===== src/rtl/strip_frame_scheduler_pkg.sv =====
// Shared constants for the LED-strip frame scheduler: frame FSM encoding,
// default geometry/timing and the BRAM read latency.
package strip_frame_scheduler_pkg;

   localparam logic [1:0] FRAME_IDLE      = 2'd0;
   localparam logic [1:0] FRAME_COUNT     = 2'd1;
   localparam logic [1:0] FRAME_WAIT_IDLE = 2'd2;

   localparam int DEFAULT_FRAME_PERIOD = 1000000;
   localparam int DEFAULT_STRIP_BYTES  = 480;
   localparam int READ_LATENCY         = 2;

   // Index width that stays legal for a single requester.
   function automatic int idx_width(input int n);
      return (n > 1) ? $clog2(n) : 1;
   endfunction

endpackage


===== src/rtl/rr_arbiter.sv =====
// Combinational round-robin arbiter: first unmasked requester at or after ptr.
module rr_arbiter #(
   parameter int N     = 4,
   parameter int IDX_W = 2
) (
   input  logic [N-1:0]     req,
   input  logic [N-1:0]     mask,
   input  logic [IDX_W-1:0] ptr,
   output logic [N-1:0]     grant,
   output logic [IDX_W-1:0] idx,
   output logic             found
);

   logic [N-1:0]     cand;
   logic [IDX_W-1:0] pos;

   assign cand = req & ~mask;

   always_comb begin
      grant = '0;
      idx   = '0;
      found = 1'b0;
      pos   = '0;
      for (int k = 0; k < N; k++) begin
         pos = IDX_W'((32'(ptr) + 32'(k)) % 32'(N));
         if (!found && cand[pos]) begin
            found      = 1'b1;
            idx        = pos;
            grant[pos] = 1'b1;
         end
      end
   end

endmodule


===== src/rtl/strip_frame_scheduler.sv =====
// Frame sequencer and BRAM port-A sharer for NUM_STRIPS WS2812 strip drivers,
// with double-banked frame buffer swapped only at frame boundaries.
module strip_frame_scheduler
   import strip_frame_scheduler_pkg::*;
#(
   parameter int NUM_STRIPS   = 4,
   parameter int ADDR_WIDTH   = 13,
   parameter int STRIP_BYTES  = DEFAULT_STRIP_BYTES,
   parameter int OFFSET_WIDTH = 9,
   parameter int FRAME_PERIOD = DEFAULT_FRAME_PERIOD
) (
   input  logic                               clk,
   input  logic                               rst,
   input  logic                               enable,
   input  logic                               swap_req,
   input  logic [NUM_STRIPS-1:0]              strip_busy,
   input  logic [NUM_STRIPS-1:0]              req,
   input  logic [NUM_STRIPS*OFFSET_WIDTH-1:0] req_offset,
   output logic [NUM_STRIPS-1:0]              gnt,
   output logic [NUM_STRIPS-1:0]              rd_valid,
   output logic [7:0]                         rd_data,
   output logic [ADDR_WIDTH-1:0]              mem_addr,
   input  logic [7:0]                         mem_dout,
   output logic                               frame_start,
   output logic                               display_bank,
   output logic                               swap_done,
   output logic [7:0]                         overrun_count
);

   localparam int IDX_W = idx_width(NUM_STRIPS);
   localparam int LOW_W = ADDR_WIDTH - 1;
   localparam int CNT_W = (FRAME_PERIOD > 1) ? $clog2(FRAME_PERIOD) : 1;

   if (NUM_STRIPS * STRIP_BYTES > (1 << LOW_W)) begin : g_chk_addr
      $error("strip_frame_scheduler: strips do not fit in one bank");
   end
   if ((1 << OFFSET_WIDTH) < STRIP_BYTES) begin : g_chk_offset
      $error("strip_frame_scheduler: OFFSET_WIDTH too small for STRIP_BYTES");
   end

   logic [IDX_W-1:0]        rr_ptr;
   logic [NUM_STRIPS-1:0]   win_onehot;
   logic [IDX_W-1:0]        win_idx;
   logic                    win_found;
   logic [OFFSET_WIDTH-1:0] win_offset;
   logic [LOW_W-1:0]        win_low;
   logic                    win_oor;

   logic             pipe_valid [READ_LATENCY];
   logic [IDX_W-1:0] pipe_idx   [READ_LATENCY];
   logic             pipe_oor   [READ_LATENCY];

   logic [1:0]       frame_state;
   logic [1:0]       frame_next;
   logic [CNT_W-1:0] frame_cnt;
   logic [CNT_W-1:0] cnt_next;
   logic [7:0]       overrun_next;
   logic             fire;
   logic             swap_pending;

   // The registered grant masks its own strip, so nobody wins twice in a row.
   rr_arbiter #(
      .N     (NUM_STRIPS),
      .IDX_W (IDX_W)
   ) u_arb (
      .req   (req),
      .mask  (gnt),
      .ptr   (rr_ptr),
      .grant (win_onehot),
      .idx   (win_idx),
      .found (win_found)
   );

   always_comb begin
      win_offset = req_offset[32'(win_idx) * OFFSET_WIDTH +: OFFSET_WIDTH];
      win_low    = LOW_W'(win_idx) * LOW_W'(STRIP_BYTES) + LOW_W'(win_offset);
      win_oor    = 32'(win_offset) >= 32'(STRIP_BYTES);
   end

   // The bank bit is frozen into mem_addr at grant time; later swaps cannot touch it.
   always_ff @(posedge clk) begin
      if (rst) begin
         gnt      <= '0;
         rr_ptr   <= '0;
         mem_addr <= '0;
         rd_valid <= '0;
         rd_data  <= '0;
         for (int s = 0; s < READ_LATENCY; s++) begin
            pipe_valid[s] <= 1'b0;
            pipe_idx[s]   <= '0;
            pipe_oor[s]   <= 1'b0;
         end
      end else begin
         gnt <= win_onehot;
         if (win_found) begin
            rr_ptr   <= (win_idx == IDX_W'(NUM_STRIPS - 1)) ? '0 : win_idx + 1'b1;
            mem_addr <= {display_bank, win_low};
         end
         pipe_valid[0] <= win_found;
         pipe_idx[0]   <= win_idx;
         pipe_oor[0]   <= win_oor;
         for (int s = 1; s < READ_LATENCY; s++) begin
            pipe_valid[s] <= pipe_valid[s-1];
            pipe_idx[s]   <= pipe_idx[s-1];
            pipe_oor[s]   <= pipe_oor[s-1];
         end
         rd_valid <= pipe_valid[READ_LATENCY-1] ?
                     NUM_STRIPS'(1) << pipe_idx[READ_LATENCY-1] : '0;
         if (pipe_valid[READ_LATENCY-1]) begin
            rd_data <= pipe_oor[READ_LATENCY-1] ? 8'h00 : mem_dout;
         end
      end
   end

   always_comb begin
      fire         = 1'b0;
      frame_next   = frame_state;
      cnt_next     = frame_cnt;
      overrun_next = overrun_count;
      if (!enable) begin
         frame_next = FRAME_IDLE;
         cnt_next   = '0;
      end else begin
         case (frame_state)
            FRAME_IDLE: begin
               fire       = 1'b1;
               frame_next = FRAME_COUNT;
               cnt_next   = '0;
            end
            FRAME_COUNT: begin
               if (frame_cnt == CNT_W'(FRAME_PERIOD - 1)) begin
                  if (strip_busy == '0) begin
                     fire     = 1'b1;
                     cnt_next = '0;
                  end else begin
                     frame_next = FRAME_WAIT_IDLE;
                     if (overrun_count != 8'hFF) overrun_next = overrun_count + 8'd1;
                  end
               end else begin
                  cnt_next = frame_cnt + 1'b1;
               end
            end
            FRAME_WAIT_IDLE: begin
               if (strip_busy == '0) begin
                  fire       = 1'b1;
                  cnt_next   = '0;
                  frame_next = FRAME_COUNT;
               end
            end
            default: frame_next = FRAME_IDLE;
         endcase
      end
   end

   // A swap request arriving on the frame-start edge itself still lands on that frame.
   always_ff @(posedge clk) begin
      if (rst) begin
         frame_state   <= FRAME_IDLE;
         frame_cnt     <= '0;
         overrun_count <= '0;
         frame_start   <= 1'b0;
         swap_done     <= 1'b0;
         swap_pending  <= 1'b0;
         display_bank  <= 1'b0;
      end else begin
         frame_state   <= frame_next;
         frame_cnt     <= cnt_next;
         overrun_count <= overrun_next;
         frame_start   <= fire;
         swap_done     <= fire & (swap_pending | swap_req);
         if (fire && (swap_pending || swap_req)) begin
            display_bank <= ~display_bank;
            swap_pending <= 1'b0;
         end else if (swap_req) begin
            swap_pending <= 1'b1;
         end
      end
   end

endmodule


===== config.mk =====
export PLATFORM = sky130hd
export DESIGN_NAME = strip_frame_scheduler
export DESIGN_NICKNAME = d
export VERILOG_FILES = /design/src/rtl/strip_frame_scheduler_pkg.sv /design/src/rtl/rr_arbiter.sv /design/src/rtl/strip_frame_scheduler.sv
export SDC_FILE = /design/constraint.sdc
export NUM_CORES = 1
export LEC_CHECK = 0
export ABC_AREA = 1
export CAP_MARGIN = 20
export CORE_UTILIZATION = 49
export CTS_BUF_LIST = sky130_fd_sc_hd__clkbuf_4 sky130_fd_sc_hd__clkbuf_8
export DETAILED_ROUTE_END_ITERATION = 8
export PLACE_DENSITY = 0.89
export SETUP_SLACK_MARGIN = 0.5
export SLEW_MARGIN = 20
export SYNTH_ARGS = -nofsm -noshare
export SYNTH_HDL_FRONTEND = slang
export SYNTH_HIERARCHICAL = 1
export SYNTH_SLANG_ARGS = --single-unit
export TNS_END_PERCENT = 1

===== constraint.sdc =====
create_clock -name clk -period 3.2 [get_ports clk]
set_clock_uncertainty 0.1 [all_clocks]
set_input_delay 0.64 -clock clk [delete_from_list [all_inputs] [get_ports clk]]
set_output_delay 0.64 -clock clk [all_outputs]
set_load 0.01 [all_outputs]

==> summary.md <==
| Metric | Value |
|---|---|
| Placed Area | `6070 µm²` |
| Fin cells | `966` |
| Drt pass-1 iters | `5` |
| Drc violations | `0` |
| #FFs+latches synth | `73` |
| Arrival time worst endpoint | `3.46 ns` |
| Post-synth EDFFs | `0` |
| Final core occ | `0.708` |
| Nets | `910` |
| Status | `finished, violations left` |
| Power per cell area | `1040 nW/µm²` |
| Max cap viols | `0` |
| Clk_lat worst skew | `0.35 ns` |
| Most common library cells after synthesis | `nand2_1, nor2_1, dfxtp_1, inv_1, nand3_1` |
| Initial antenna violation count | `0` |
| Post-route setup slack | `-0.125 ns` |
| Reg clk slew, reported paths | `0.09 ns` |
| Final hold vios | `0` |
| Largest net degree at the start of global routing | `39` |
| Share of post-route cells with drive strength above 1 | `0.178` |
| Hold buffer count at CTS | `0` |
| RSZ-0062 raised after global routing | `true` |
| Ys Warns | `6` |
| Die Span Y | `100 µm` |
| DP Cell Count | `938` |
| Failing checks | `negative setup slack` |
| Top_reg_cell synth | `dfxtp_1` |
| CTS tree | `built` |
| Pre-CTS WS | `-0.375 ns` |
| Netlist cell types | `45` |
| Max-Slew Margin vs Limit | `0.420` |
| Number of port buffers | `95` |
| Root Driver | `clkbuf_8` |
| WL/cell | `16.2 µm` |
| 1st-iter DRT viols | `330` |
| Post-Syn Instances | `716` |
| Antenna-violating nets left | `0` |
| Fin area | `6570 µm²` |
| Most frequent cell after synthesis | `nand2_1` |
| Req. time, crit path | `3.34 ns` |
| Die area | `10,100 µm²` |
| Mapped Area | `4730 µm²` |
| CP Class | `reg2reg` |
| Tot Pwr | `6.86 mW` |
| Critical Path End Type | `flip-flop` |
| Synth top area share | `0.309` |
| Max Freq | `301 MHz` |
| Area grow syn2layout | `38.8%` |
| Worst hold margin | `0.308 ns` |
| N_diodes | `0` |
| Worst-margin pin slew | `0.870 ns` |
| Top cells by area, synth | `dfxtp_1, nand2_1, nor2_1, nand3_1, inv_1` |
| Post-synth top area cell | `dfxtp_1` |
| TritonCTS buffer count | `9` |
| Io pins | `96` |
| Initial Util | `0.510` |
| Seq/Total Area, Yosys | `0.309` |
| Syn Nets | `794` |
| Setup violations, final | `2` |
| Worst-path maximum fanout | `7` |
| Ys async rst share | `0` |
| Post-Syn Area per Cell | `6.61 µm²` |
| Lkg Pwr | `2.67 nW` |
| Vias/cell | `5.57` |
| Post-DP HPWL | `9740 µm` |
| CTS H-Tree Depth | `3` |
| Global route total overflow | `0` |
| Crit path launch type | `flip-flop` |
| Slew Viols, Final | `0` |
| Post-layout min period | `3.32 ns` |
| Gpl congestion | `0.913` |
| Hold Crit Class | `reg2reg` |
| DRT Wirelength | `15,600 µm` |
| Via count | `5,380` |
| Setup TNS | `-0.170 ns` |
| CTS Sinks | `73` |
| Filler Cell Count | `678` |
| Core area | `9280 µm²` |
| Row Count | `35` |
| Max VDD drop | `1.10 mV` |
| First-pass GRT wire length | `23,500 µm` |
| Die W | `100 µm` |
| CTS Buffer Depth | `2` |
| Global-route usage over all layers | `0.291` |
| Period utilisation layout | `1.04` |
| Number of global-route vias before repair | `5,157` |
-- critical path, stage by stage, from the launching register on --
cell and delay, ns:
dfxtp_4 0.39, inv_6 0.06, ha_4 0.30, inv_4 0.05
nand3_2 0.08, nand2_4 0.08, nand3_4 0.08, nor2_4 0.04
nor2_4 0.14, nand2_4 0.10, o21ai_0 0.41, o22ai_4 0.13
ha_2 0.22, fa_2 0.41, nand3_2 0.09, nand3_2 0.10
xor2_1 0.16, o21ai_1 0.18, inv_1 0.09
-- layout make-up --
class	instances	area, µm²	share of cell area
Clock buffer	10	131	0.0200
Inverter	81	333	0.0507
Tap cell	129	161	0.0246
Timing Repair Buffer	133	1300	0.198
Sequential cell	73	1470	0.224
Multi-Input combinational cell	534	3080	0.470
Clock inverter	6	91.3	0.0139
-- sequential cells by signal (all words and copies together), names as in the netlist --
register,flops
frame_cnt,20
frame_start,1
pipe_oor,2
display_bank,1
mem_addr,13
gnt,4
rd_data,8
pipe_idx,4
rd_valid,4
rr_ptr,2
swap_done,1
overrun_count,8
frame_state,2
pipe_valid,2
swap_pending,1
-- power by group --
| part | internal, mW | switching [mW] | total [mW] |
|---|---|---|---|
| Clock | 0.450 | 0.368 | 0.819 |
| Sequential | 1.07 | 0.101 | 1.17 |
| Combinational | 2.15 | 2.72 | 4.87 |
-- cells by family (layout without fill, tap and decap cells) --
| group | count (synthesis) | after routing | synth area share |
|---|---|---|---|
| and+or+nand+nor | 396 | 396 | 0.395 |
| buffers and inverters | 109 | 230 | 0.0907 |
| AOI/OAI and AO/OA | 104 | 104 | 0.124 |
| DFF | 73 | 73 | 0.309 |
| adders and majority gates | 22 | 22 | 0.0597 |
| xor gates and xnor gates | 12 | 12 | 0.0222 |
-- cells in the final DEF (no fill, tap or decap), types with 13 or more instances in the layout --
cell	instances
nand2_1	151
nand3_1	47
buf_4	32
a21oi_1	35
o21ai_1	14
nand3_2	13
inv_1	68
ha_1	16
nand4_1	19
o21ai_0	30
dfxtp_1	71
nor2_1	110
clkdlybuf4s50_1	91
-- metal layers --
layer,wire length [µm],part of all wire,vias to the layer above,global-route usage
met5,0,0,-,0
met4,862,0.055,0,0.128
met3,1150,0.074,79,0.0474
met2,7740,0.50,298,0.528
met1,5860,0.38,2449,0.336
li1,-,-,2554,-
-- final timing paths --
| path | start | end | slack (ns) | depth (start not counted) |
|---|---|---|---|---|
| worst max-delay path | rr_ptr[1] | mem_addr[9] | -0.12 | 18 |
| worst min-delay path | pipe_valid[0][0] | pipe_valid[0][1] | 0.31 | 2 |
| worst max register to register | rr_ptr[1] | mem_addr[9] | -0.12 | 18 |
| worst min register to register | pipe_valid[0][0] | pipe_valid[0][1] | 0.31 | 2 |
-- what timing repair did --
item	CTS	global route
gates resized for setup	27	18
setup buffers	10	1
pin swaps	17	6
cloned	1	0
endpoints found under the setup margin	6	7
Note: power is estimated with default switching activity, not from simulation.
